### src/rtl/serial_port.sv
// Link-cable serial unit: SB/SC registers, MSB-first shifter with
// internal divider or synchronised external clock, completion interrupt.
module serial_port #(
  parameter int CLK_DIV     = 512,
  parameter int SYNC_STAGES = 2
) (
  input  logic        clk_5MHz,
  input  logic        Reset,
  input  logic [15:0] cpu_addr,
  input  logic [7:0]  cpu_wdata,
  output logic [7:0]  cpu_rdata,
  input  logic        cpu_we,
  input  logic        cpu_re,
  input  logic        sin,
  input  logic        sclk_in,
  output logic        sout,
  output logic        sclk_out,
  output logic        Serial_interrupt
);

  localparam int DW = $clog2(CLK_DIV);
  localparam logic [DW-1:0] DIV_MAX  = DW'(CLK_DIV - 1);
  localparam logic [DW-1:0] DIV_HALF = DW'(CLK_DIV / 2);
  localparam logic [15:0] ADDR_SB = 16'hFF01;
  localparam logic [15:0] ADDR_SC = 16'hFF02;

  typedef enum logic [1:0] {
    IDLE,
    SHIFT_INT,
    SHIFT_EXT
  } state_e;

  state_e state_q, state_d;

  logic [7:0]    sb_q, sb_d;
  logic          clk_int_q, clk_int_d;
  logic [2:0]    bit_cnt_q, bit_cnt_d;
  logic [DW-1:0] div_q, div_d;
  logic          irq_q, irq_d;

  logic [SYNC_STAGES-1:0] sin_q, sin_d;
  logic [SYNC_STAGES-1:0] sclk_q, sclk_d;
  logic                   sclk_prev_q;
  logic [SYNC_STAGES:0]   sin_ext;
  logic [SYNC_STAGES:0]   sclk_ext;

  logic sin_sync;
  logic sclk_sync;
  logic sclk_rise;
  logic start;
  logic sel_sb;
  logic sel_sc;
  logic wr_sb;
  logic wr_sc;
  logic shift;

  // Reads have no side effects, so the read strobe carries no information.
  logic unused_re;
  assign unused_re = cpu_re;

  assign sin_ext  = {sin_q, sin};
  assign sclk_ext = {sclk_q, sclk_in};
  assign sin_d    = sin_ext[SYNC_STAGES-1:0];
  assign sclk_d   = sclk_ext[SYNC_STAGES-1:0];

  assign sin_sync  = sin_q[SYNC_STAGES-1];
  assign sclk_sync = sclk_q[SYNC_STAGES-1];
  assign sclk_rise = sclk_sync & ~sclk_prev_q;

  assign start  = (state_q != IDLE);
  assign sel_sb = (cpu_addr == ADDR_SB);
  assign sel_sc = (cpu_addr == ADDR_SC);
  assign wr_sb  = cpu_we & sel_sb;
  assign wr_sc  = cpu_we & sel_sc;

  always_comb begin
    cpu_rdata = 8'hFF;
    unique case (1'b1)
      sel_sb:  cpu_rdata = sb_q;
      sel_sc:  cpu_rdata = {start, 6'b111111, clk_int_q};
      default: cpu_rdata = 8'hFF;
    endcase
  end

  always_comb begin
    state_d   = state_q;
    sb_d      = sb_q;
    clk_int_d = clk_int_q;
    bit_cnt_d = bit_cnt_q;
    div_d     = div_q;
    irq_d     = 1'b0;
    shift     = 1'b0;

    unique case (state_q)
      SHIFT_INT: begin
        shift = (div_q == DIV_MAX);
        div_d = shift ? '0 : div_q + DW'(1);
      end
      SHIFT_EXT: shift = sclk_rise;
      default:   shift = 1'b0;
    endcase

    if (shift) begin
      sb_d      = {sb_q[6:0], sin_sync};
      bit_cnt_d = bit_cnt_q + 3'd1;
      if (bit_cnt_q == 3'd7) begin
        irq_d   = 1'b1;
        state_d = IDLE;
      end
    end

    // A CPU write takes priority over a shift on the same edge.
    if (wr_sb) begin
      sb_d = cpu_wdata;
    end

    if (wr_sc) begin
      clk_int_d = cpu_wdata[0];
      if (cpu_wdata[7]) begin
        state_d   = cpu_wdata[0] ? SHIFT_INT : SHIFT_EXT;
        bit_cnt_d = '0;
        div_d     = '0;
      end else if (start) begin
        state_d = IDLE;
        irq_d   = 1'b0;
      end
    end
  end

  always_ff @(posedge clk_5MHz) begin
    if (Reset) begin
      state_q     <= IDLE;
      sb_q        <= '0;
      clk_int_q   <= 1'b0;
      bit_cnt_q   <= '0;
      div_q       <= '0;
      irq_q       <= 1'b0;
      sin_q       <= '1;
      sclk_q      <= '1;
      sclk_prev_q <= 1'b1;
    end else begin
      state_q     <= state_d;
      sb_q        <= sb_d;
      clk_int_q   <= clk_int_d;
      bit_cnt_q   <= bit_cnt_d;
      div_q       <= div_d;
      irq_q       <= irq_d;
      sin_q       <= sin_d;
      sclk_q      <= sclk_d;
      sclk_prev_q <= sclk_sync;
    end
  end

  assign sout             = start ? sb_q[7] : 1'b1;
  assign sclk_out         = (state_q == SHIFT_INT) ? (div_q >= DIV_HALF) : 1'b1;
  assign Serial_interrupt = irq_q;

endmodule

### config.mk
export PLATFORM = sky130hd
export DESIGN_NAME = serial_port
export DESIGN_NICKNAME = d
export VERILOG_FILES = /design/src/rtl/serial_port.sv
export SDC_FILE = /design/constraint.sdc
export NUM_CORES = 1
export LEC_CHECK = 0
export CAP_MARGIN = 20
export CORE_ASPECT_RATIO = 1.1
export CORE_MARGIN = 5
export CORE_UTILIZATION = 47
export CTS_CLUSTER_SIZE = 14
export DETAILED_ROUTE_END_ITERATION = 8
export PLACE_DENSITY_LB_ADDON = 0.25
export SYNTH_ARGS = -nofsm -noshare
export SYNTH_HDL_FRONTEND = slang
export SYNTH_SLANG_ARGS = --single-unit
### constraint.sdc
create_clock -name clk_5MHz -period 2.6 [get_ports clk_5MHz]
set_clock_uncertainty 0.05 [all_clocks]
set_input_delay 0.26 -clock clk_5MHz [delete_from_list [all_inputs] [get_ports clk_5MHz]]
set_output_delay 0.26 -clock clk_5MHz [all_outputs]
set_load 0.02 [all_outputs]
== Word level (Yosys, flattened, before mapping) ==
Index checks and enable logic that the tools add are counted.

* Output and inout bits: 11
* Word-level logic and storage cells: 48
* Flip-flop bits (word level): 29
* Input port bits: 30

* Multiplexer cells: 24
* Order comparisons: 1
* Reductions and logical operators: 2
* Bitwise logic cells: 4
* Add/sub/neg operators: 2
* Equal/unequal tests: 6

{| class="wikitable"
|+ Operators by type and width
! operator !! number
|-
| two-way mux 9 bit || 4
|-
| == test 16 bit (second input constant) || 2
|-
| two-way mux 8 bit || 2
|-
| case mux 8 bit (2 select lines) || 1
|-
| two-way mux 2 bit || 6
|-
| adder 9 x 1 -> 9 bit (second input constant) || 1
|-
| == test 9 bit (second input constant) || 1
|-
| greater-or-equal comparator 9 bit (second input constant) || 1
|-
| two-way mux 3 bit || 3
|-
| two-way mux 1 bit || 7
|-
| nonzero test 2 bit || 2
|-
| adder 3 x 1 -> 3 bit (second input constant) || 1
|-
| AND 1 bit || 3
|-
| == test 3 bit (second input constant) || 1
|-
| == test 2 x 1 -> 1 bit (second input constant) || 1
|-
| == test 2 bit (second input constant) || 1
|-
| case mux 1 bit (2 select lines) || 1
|-
| NOT 1 bit || 1
|}

== Logic depth before layout (Yosys ltp) ==
Gate-level depths: netlist of the first run.

* Word-level depth: 7
* Gate-level depth with buffers: 9
* Gate-level depth less buffers: 9

== Worst setup path before layout of the first run ==
Ideal clock, no wire load.

* Path type: reg2reg
* From: register div_q[0]
* To: register sb_q[0]
* Setup slack: 0.263 ns
* Arrival time: 2.144 ns
* Cell stages (with the launch flop): 10
* Period minus slack after synthesis: 2.337 ns
* Buffers on the path: 1
* Required time: 2.407 ns
* Setup time: 0.143 ns
* Cell sequence: dfxtp_1 > ha_1 > and3_1 > and3_1 > and3_1 > ha_1 > a31oi_1 > buf_2 > mux2i_1 > a211oi_2

* Longest elaborated chain between the ends: 3

{| class="wikitable"
|+ RTL lines
! what !! line !! text
|-
| from (decl) || 38 || <nowiki>logic [DW-1:0] div_q, div_d;</nowiki>
|-
| from (signal assigned) || 146 || <nowiki>div_q <= div_d;</nowiki>
|-
| == test 9 bit || 96 || <nowiki>shift = (div_q == DIV_MAX);</nowiki>
|-
| case mux 1 bit (2 select lines) || 94 || <nowiki>unique case (state_q)</nowiki>
|-
| nonzero test 2 bit (no source line) || -- ||
|-
| to (signal assigned) || 133 || <nowiki>sb_q <= '0;</nowiki>
|-
| to (signal assigned) || 143 || <nowiki>sb_q <= sb_d;</nowiki>
|-
| to (decl) || 35 || <nowiki>logic [7:0] sb_q, sb_d;</nowiki>
|}

No other way between the ends.
A chain may end at the register's enable or synchronous reset.

== Final worst setup path of the first run ==
* From: input cpu_addr[3]
* To: output cpu_rdata[0]

* Longest elaborated chain between the ends: 2
* Elaborated cells between the ends (all ways): 3
* Those cells by class: 2 x eq/ne; 1 x mux

{| class="wikitable"
|+ RTL lines
! what !! line !! text
|-
| from (decl) || 9 || <nowiki>input logic [15:0] cpu_addr,</nowiki>
|-
| == test 16 bit (on tied branches) || 72, 71 ||
|-
| case mux 8 bit (2 select lines) (*) || 78 || <nowiki>unique case (1'b1)</nowiki>
|-
| to (decl) || 11 || <nowiki>output logic [7:0] cpu_rdata,</nowiki>
|}

Mark *: on every way between the ends. The rest lies on a longest branch, timed or not.

==> impl_metrics.py, run 1 <==
metrics = {
    "outcome": {
        "status": "finished clean",
    },
    "cells_and_area": {
        "stdcell_count": 235,
        "syn_to_final_growth_pct": 31.6,
        "diodes": 0,
        "nets": 238,
        "drive_gt1_share_pct": 22.9,
    },
    "logic_synthesis": {
        "yosys_warnings": 0,
        "synth_nets": 192,
        "synth_edf_count": 0,
        "syn_area_per_cell_um2": 9.56,
        "synth.yosys.seq_area_share_pct": 39.2,
        "yosys-top-cells-count": "29 x dfxtp_1, 24 x nor2_1, 13 x or2_2",
        "syn_area_um2": 1480,
        "yosys.cell_count.top_type": "dfxtp_1",
        "synth-seq-cells": 29,
        "synth_ff_type": "dfxtp_1",
        "synth_top_area_share_pct": 39.2,
        "synth.largest_area_cell": "dfxtp_1",
        "netlist_instances": 155,
        "ys_top_cells_by_area": "dfxtp_1 39%, mux2i_1 8.1%, a211oi_2 6.8%",
        "synthDistinctLibCells": 38,
        "async_flop_share_pct": 0,
    },
    "timing": {
        "fmax_mhz": 408,
        "final_max_slew_viol_count": 0,
        "finalWorstSetupSlack_ns": 0.152,
        "final_hold_viol_count": 0,
        "worst_slew_pin_slew_ns": 0.360,
        "finalCritPeriodShare_pct": 94.2,
        "timing.slew.headroom_pct": 76.0,
        "rsz0062_at_grt": "false",
        "setup_violations": 0,
        "holdWs_ns": 0.366,
        "timing.final.crit_period_ns": 2.45,
    },
    "floorplanning": {
        "die_height_um": 68.9,
        "start_util_pct": 48.6,
        "die_w_um": 63.5,
        "io_pins": 41,
        "coreArea_um2": 3050,
        "rows": 21,
        "die-area_um2": 4380,
    },
    "run": {
        "maxCapViolCount": 0,
    },
    "placement": {
        "gp_congestion": 0.780,
        "post-place-cells": 228,
        "hpwlAfterDp_mm": 2.61,
        "port_buffers": 39,
        "post-place-ws_ns": -0.244,
    },
    "worst_setup_path": {
        "r2r-start": "div_q[0]",
        "cp_max_fo": 6,
        "crit_path_end_kind": "output port",
        "critical_path_required_ns": 2.29,
        "worstPathArrival_ns": 2.14,
        "cp-start-kind": "input port",
        "r2r_slack_ns": 0.28,
        "cp-endpoint": "cpu_rdata[0]",
        "r2r-end": "state_q[0]",
        "reg2reg_depth": 10,
        "critPathKind": "input port to output port",
        "startpoint": "cpu_addr[3]",
    },
    "pwr": {
        "p_leak_nw": 0.809,
        "vdd_ir_drop_max_uv": 345,
        "switchingPower_w": 0.000168,
        "p_int_w": 0.000621,
        "power.total_w": 0.000789,
        "pwr-share-clk_pct": 34.3,
        "powerDensity_nw_per_um2": 405,
        "p_sw_share_pct": 21.3,
        "p_comb_share_pct": 8.9,
        "p_seq_share_pct": 56.8,
    },
    "clock_tree": {
        "cts_inserted_buffers": 5,
        "clk_path_buf_depth": 2,
        "cts_htree_levels": 2,
        "clk_latency_ns": 0.32,
        "clock_sinks": 29,
        "root_buffer": "clkbuf_4",
        "hold_buffers": 0,
        "cts_tree": "built",
        "path_clk_slew_ns": 0.08,
    },
    "global_routing": {
        "grt_overflow": 0,
        "grtUsageTotal_pct": 16.8,
        "grt_pass1_wl_mm": 5.66,
        "grt_pass1_vias": 1332,
        "antenna_found_initial": 0,
        "grt_start_max_net_pins": 17,
    },
    "routing": {
        "vias": 1279,
        "drt-total-wl_mm": 3.31,
        "viasPerCell": 5.44,
        "ant_nets": 0,
        "wl_per_cell_um": 14.1,
        "dr.pass1.iters": 4,
        "drc": 0,
        "drtIter0Drc": 45,
    },
    "min_path": {
        "worstHoldPathType": "register to register",
    },
}
-- flip-flops by register name, summed over array words and instances, names as in the netlist --
signal / count
bit_cnt_q: 3
sclk_prev_q: 1
clk_int_q: 1
sclk_q: 2
state_q: 2
sin_q: 2
div_q: 9
Serial_interrupt: 1
sb_q: 8
-- repair_timing --
| action | CTS | global route |
|---|---|---|
| resized for setup | 9 | 12 |
| endpoints found under the setup margin | 8 | 6 |
| pin swaps | 0 | 1 |
| buffers inserted | 0 | 0 |
-- per-stage QoR --
| stage | cell area (um2) | util, % | setup TNS [ns] |
|---|---|---|---|
| after detailed placement | 1920 | 63.1 | -1.45 |
| after global routing | 1950 | 64.0 | 0 |
| final | 1950 | 64.0 | 0 |
| after global placement | 1920 | 63.1 | -1.20 |
| after CTS | 1970 | 64.7 | 0 |
| after floorplan | 1480 | - | 0 |
-- power groups by stage --
stage / Clock, W / Sequential [W] / Combinational, W
6_report: 0.000270 / 0.000448 / 0.0000705
5_1_grt: 0.000298 / 0.000448 / 0.0000760
4_1_cts: 0.000278 / 0.000448 / 0.0000706
3_5_place_dp: 0 / 0.000458 / 0.0000703
3_3_place_gp: 0 / 0.000458 / 0.0000679
2_1_floorplan: 0 / 0.000458 / 0.0000201
-- final cells by class --
cell class | count | area, um2
clock buffer | 7 | 55.1
fill | 282 | 1100
inverter | 5 | 18.8
multi-input combinational | 115 | 850
sequential | 29 | 581
tap | 34 | 42.5
timing repair buffer | 45 | 403
-- placed cells by master (no fill, tap or decap), types with 2 or more instances in the layout --
cell type / count
dfxtp_1: 29
clkdlybuf4s50_1: 31
nor2_1: 24
and3_1: 3
nand4b_1: 3
inv_1: 5
or2_2: 13
buf_4: 6
nand2b_1: 6
a21oi_1: 3
o21ai_0: 4
a22oi_1: 2
xor2_1: 3
dlygate4sd2_1: 2
nand2_1: 4
nand4_1: 3
o22ai_1: 2
mux2i_1: 12
ha_1: 7
nor2b_1: 2
clkbuf_2: 6
a211oi_2: 8
clkbuf_4: 5
-- worst min path at each step --
stage | from | end | slack [ns] | cells past startpoint
6_report | sclk_q[0] | sclk_q[1] | 0.37 | 1
5_1_grt | sclk_q[0] | sclk_q[1] | 0.38 | 1
3_3_place_gp | sclk_q[0] | sclk_q[1] | 0.34 | 1
2_1_floorplan | sclk_in | sclk_q[0] | 0.31 | 1
4_1_cts | sclk_q[0] | sclk_q[1] | 0.37 | 1
3_5_place_dp | sclk_q[0] | sclk_q[1] | 0.35 | 1
-- critical path: stages --
cell and delay, ns:
clkdlybuf4s50_1 0.41, or4_4 0.55, nor4_4 0.34, buf_4 0.21
nand2_1 0.06, dlygate4sd2_1 0.32
-- per-layer routing --
metal  vias to the layer above  part of all wire (%)  global-route usage (%)
met5                         -                     0                       0
met4                         0                   2.5                    11.4
met3                         9                   7.2                    6.16
met2                        39                    51                    29.3
met1                       598                    39                    16.8
li1                        633                     -                       -
-- cell families (layout without fill, tap and decap cells) --
family          Yosys count  count (layout)  synth area share (%)
fa+ha+maj                 7               7                  5.91
compound gates           23              23                  13.0
flops                    29              29                  39.2
buf+inv                  11              57                  3.63
xor+xnor                  4               4                  2.37
simple gates             68              68                  27.0
mux                      13              13                  8.87
Power figures use the tool's default switching activity.
==> inputs of run 2 (changes only) <==
--- a/config.mk
+++ b/config.mk
@@ -5,10 +5,11 @@
 export SDC_FILE = /design/constraint.sdc
 export NUM_CORES = 1
 export LEC_CHECK = 0
+export ABC_AREA = 1
 export CAP_MARGIN = 20
 export CORE_ASPECT_RATIO = 1.1
 export CORE_MARGIN = 5
-export CORE_UTILIZATION = 47
+export CORE_UTILIZATION = 48
 export CTS_CLUSTER_SIZE = 14
 export DETAILED_ROUTE_END_ITERATION = 8
 export PLACE_DENSITY_LB_ADDON = 0.25
==> run 2 against run 1 <==
Net effect: non-clock buffer count down 4; combinational power about the same; critical path depth is 3 higher; register-to-register slack improved by 0.23 ns; flip-flop and latch count is the same; utilization decreased by 0.55 points; clock power grew 42%.
==> impl_metrics.py, run 2 <==
metrics = {
    "cells_and_area": {
        "nets": 303,
        "reg_top3": "div_q x9, sb_q x8, bit_cnt_q x3",
        "final_cell_mix": "60 x nand2_1, 39 x clkdlybuf4s50_1, 29 x dfxtp_1",
        "syn_to_final_growth_pct": 30.3,
        "final_common_cell": "nand2_1",
        "drive_gt1_share_pct": 11.6,
        "n_fill_cell": 305,
        "largest_reg_flops": 9,
        "diodes": 0,
        "top_register": "div_q",
        "fin_util_pct": 63.4,
    },
    "global_routing": {
        "grtUsageMet1_pct": 19.1,
        "grt_overflow": 0,
        "grt_start_max_net_pins": 17,
        "grt_pass1_wl_mm": 5.64,
        "grt_pass1_vias": 1375,
        "antenna_found_initial": 0,
        "grtUsageTotal_pct": 15.2,
        "top_usage_layer": "met2",
        "grt.met3_usage_pct": 4.34,
        "grt_use_met2_pct": 25.1,
    },
    "clock_tree": {
        "cts_setup_buffers": 0,
        "clock_sinks": 29,
        "path_clk_slew_ns": 0.10,
        "clk_path_buf_depth": 2,
        "clk_latency_ns": 0.33,
        "hold_buffers": 0,
        "root_buffer": "clkbuf_4",
        "cts_resized": 0,
        "cts_inserted_buffers": 5,
        "cts_tree": "built",
        "cts_htree_levels": 2,
    },
    "floorplanning": {
        "start_util_pct": 48.7,
        "die_height_um": 70.4,
        "coreArea_um2": 3280,
        "io_pins": 41,
        "die_w_um": 64.9,
        "rows": 22,
        "die-area_um2": 4570,
    },
    "logic_synthesis": {
        "async_flop_share_pct": 0,
        "synth_nets": 262,
        "yosys_warnings": 0,
        "synth-seq-cells": 29,
        "syn_area_um2": 1590,
        "synthDistinctLibCells": 25,
        "synth.largest_area_cell": "dfxtp_1",
        "ys_top_cells_by_area": "dfxtp_1 36%, nand2_1 14%, ha_1 5.5%",
        "synth.yosys.seq_area_share_pct": 36.4,
        "synth_ff_type": "dfxtp_1",
        "netlist_instances": 225,
        "yosys.cell_count.top_type": "nand2_1",
        "synth_edf_count": 0,
        "yosys-top-cells-count": "60 x nand2_1, 29 x dfxtp_1, 22 x nor2_1",
        "synth_top_area_share_pct": 36.4,
        "syn_area_per_cell_um2": 7.08,
    },
    "worst_setup_path": {
        "cp-start-kind": "input port",
        "cp_cell_sequence": "clkdlybuf4s50_1 > nand2_1 > nor2_1 > nand2_1 > nor2_4 > inv_1 > o21ai_0 > o21ai_0 > clkdlybuf4s50_1",
        "critPathKind": "input port to output port",
        "critPathSlowestCell": "clkdlybuf4s50_1",
        "crit_path_end_kind": "output port",
        "cp_max_fo": 6,
        "worstPathArrival_ns": 2.05,
        "critical_path_required_ns": 2.29,
        "slowest_delay_ns": 0.55,
    },
    "timing": {
        "worst_slew_pin_slew_ns": 0.635,
        "setup_violations": 0,
        "fmax_mhz": 424,
        "setup_tns_ns": 0,
        "rsz0062_at_grt": "false",
        "final_max_slew_viol_count": 0,
        "final_hold_viol_count": 0,
        "timing.slew.headroom_pct": 57.5,
        "timing.final.crit_period_ns": 2.36,
        "finalCritPeriodShare_pct": 90.8,
    },
    "routing": {
        "viasPerCell": 4.93,
        "vias": 1495,
        "drt-total-wl_mm": 3.31,
        "ant_nets": 0,
        "dr.pass1.iters": 4,
        "drtIter0Drc": 68,
        "wl_per_cell_um": 10.9,
        "drc": 0,
    },
    "pwr": {
        "p_leak_nw": 0.855,
        "powerDensity_nw_per_um2": 434,
        "vdd_ir_drop_max_uv": 324,
        "power.total_w": 0.000902,
    },
    "run": {
        "maxCapViolCount": 0,
    },
    "placement": {
        "port_buffers": 39,
        "hpwlAfterDp_mm": 2.46,
        "gp_congestion": 0.751,
    },
    "outcome": {
        "status": "finished clean",
    },
    "min_path": {
        "worstHoldPathType": "register to register",
    },
}
==> run 2: layout make-up <==
cell class	instances	area, um2	area share (%)
clock buffer	5	37.5	1.81
multi-input combinational	166	876	42.2
timing repair buffer	41	405	19.5
inverter	23	86.3	4.16
clock inverter	3	46.3	2.23
tap	36	45.0	2.17
sequential	29	581	28.0
==> run 2: cell families after synthesis <==
| family | count (synthesis) | share of synthesized area, % |
|---|---|---|
| compound gates | 21 | 6.67 |
| xor+xnor | 5 | 2.75 |
| fa+ha+maj | 7 | 5.49 |
| buf+inv | 30 | 8.63 |
| flops | 29 | 36.4 |
| simple gates | 133 | 40.0 |
==> run 2: critical path: cells and delay by family <==
family          cells  cell delay, ns
buf+inv             3            1.08
simple gates        4            0.44
compound gates      2            0.25
==> run 2: path summary, 6_finish.rpt <==
| path | startpoint | slack [ns] | endpoint | cells past startpoint |
|---|---|---|---|---|
| worst max register to register | div_q[1] | 0.51 | state_q[0] | 13 |
| worst min-delay path | sclk_q[0] | 0.37 | sclk_q[1] | 1 |
| worst min register to register | sclk_q[0] | 0.37 | sclk_q[1] | 1 |
| worst max-delay path | cpu_addr[1] | 0.24 | cpu_rdata[7] | 9 |
==> run 2: through the flow <==
| stage | hold slack (ns) | std cells | instance area, um2 | worst slack [ns] |
|---|---|---|---|---|
| floorplan | 0.314 | 225 | 1590 | 0.958 |
| global placement | 0.342 | 295 | 1990 | 0.255 |
| detailed placement | 0.352 | 295 | 1990 | 0.220 |
| CTS | 0.374 | 303 | 2080 | 0.210 |
| global route | 0.394 | 303 | 2080 | 0.0286 |
| finish | 0.371 | 303 | 2080 | 0.240 |
==> run 2: routing by layer <==
| layer | routed length, um | vias up |
|---|---|---|
| met4 | 38 | 0 |
| met3 | 179 | 6 |
| li1 | - | 803 |
| met2 | 1520 | 31 |
| met1 | 1570 | 655 |
| met5 | 0 | - |
==> run 2: power breakdown <==
group | total (W) | switching [W] | internal [W] | leakage (nW)
logic | 0.0000702 | 0.0000267 | 0.0000435 | 0.580
registers | 0.000448 | 0.000000949 | 0.000447 | 0.235
clock network | 0.000383 | 0.000180 | 0.000203 | 0.0414
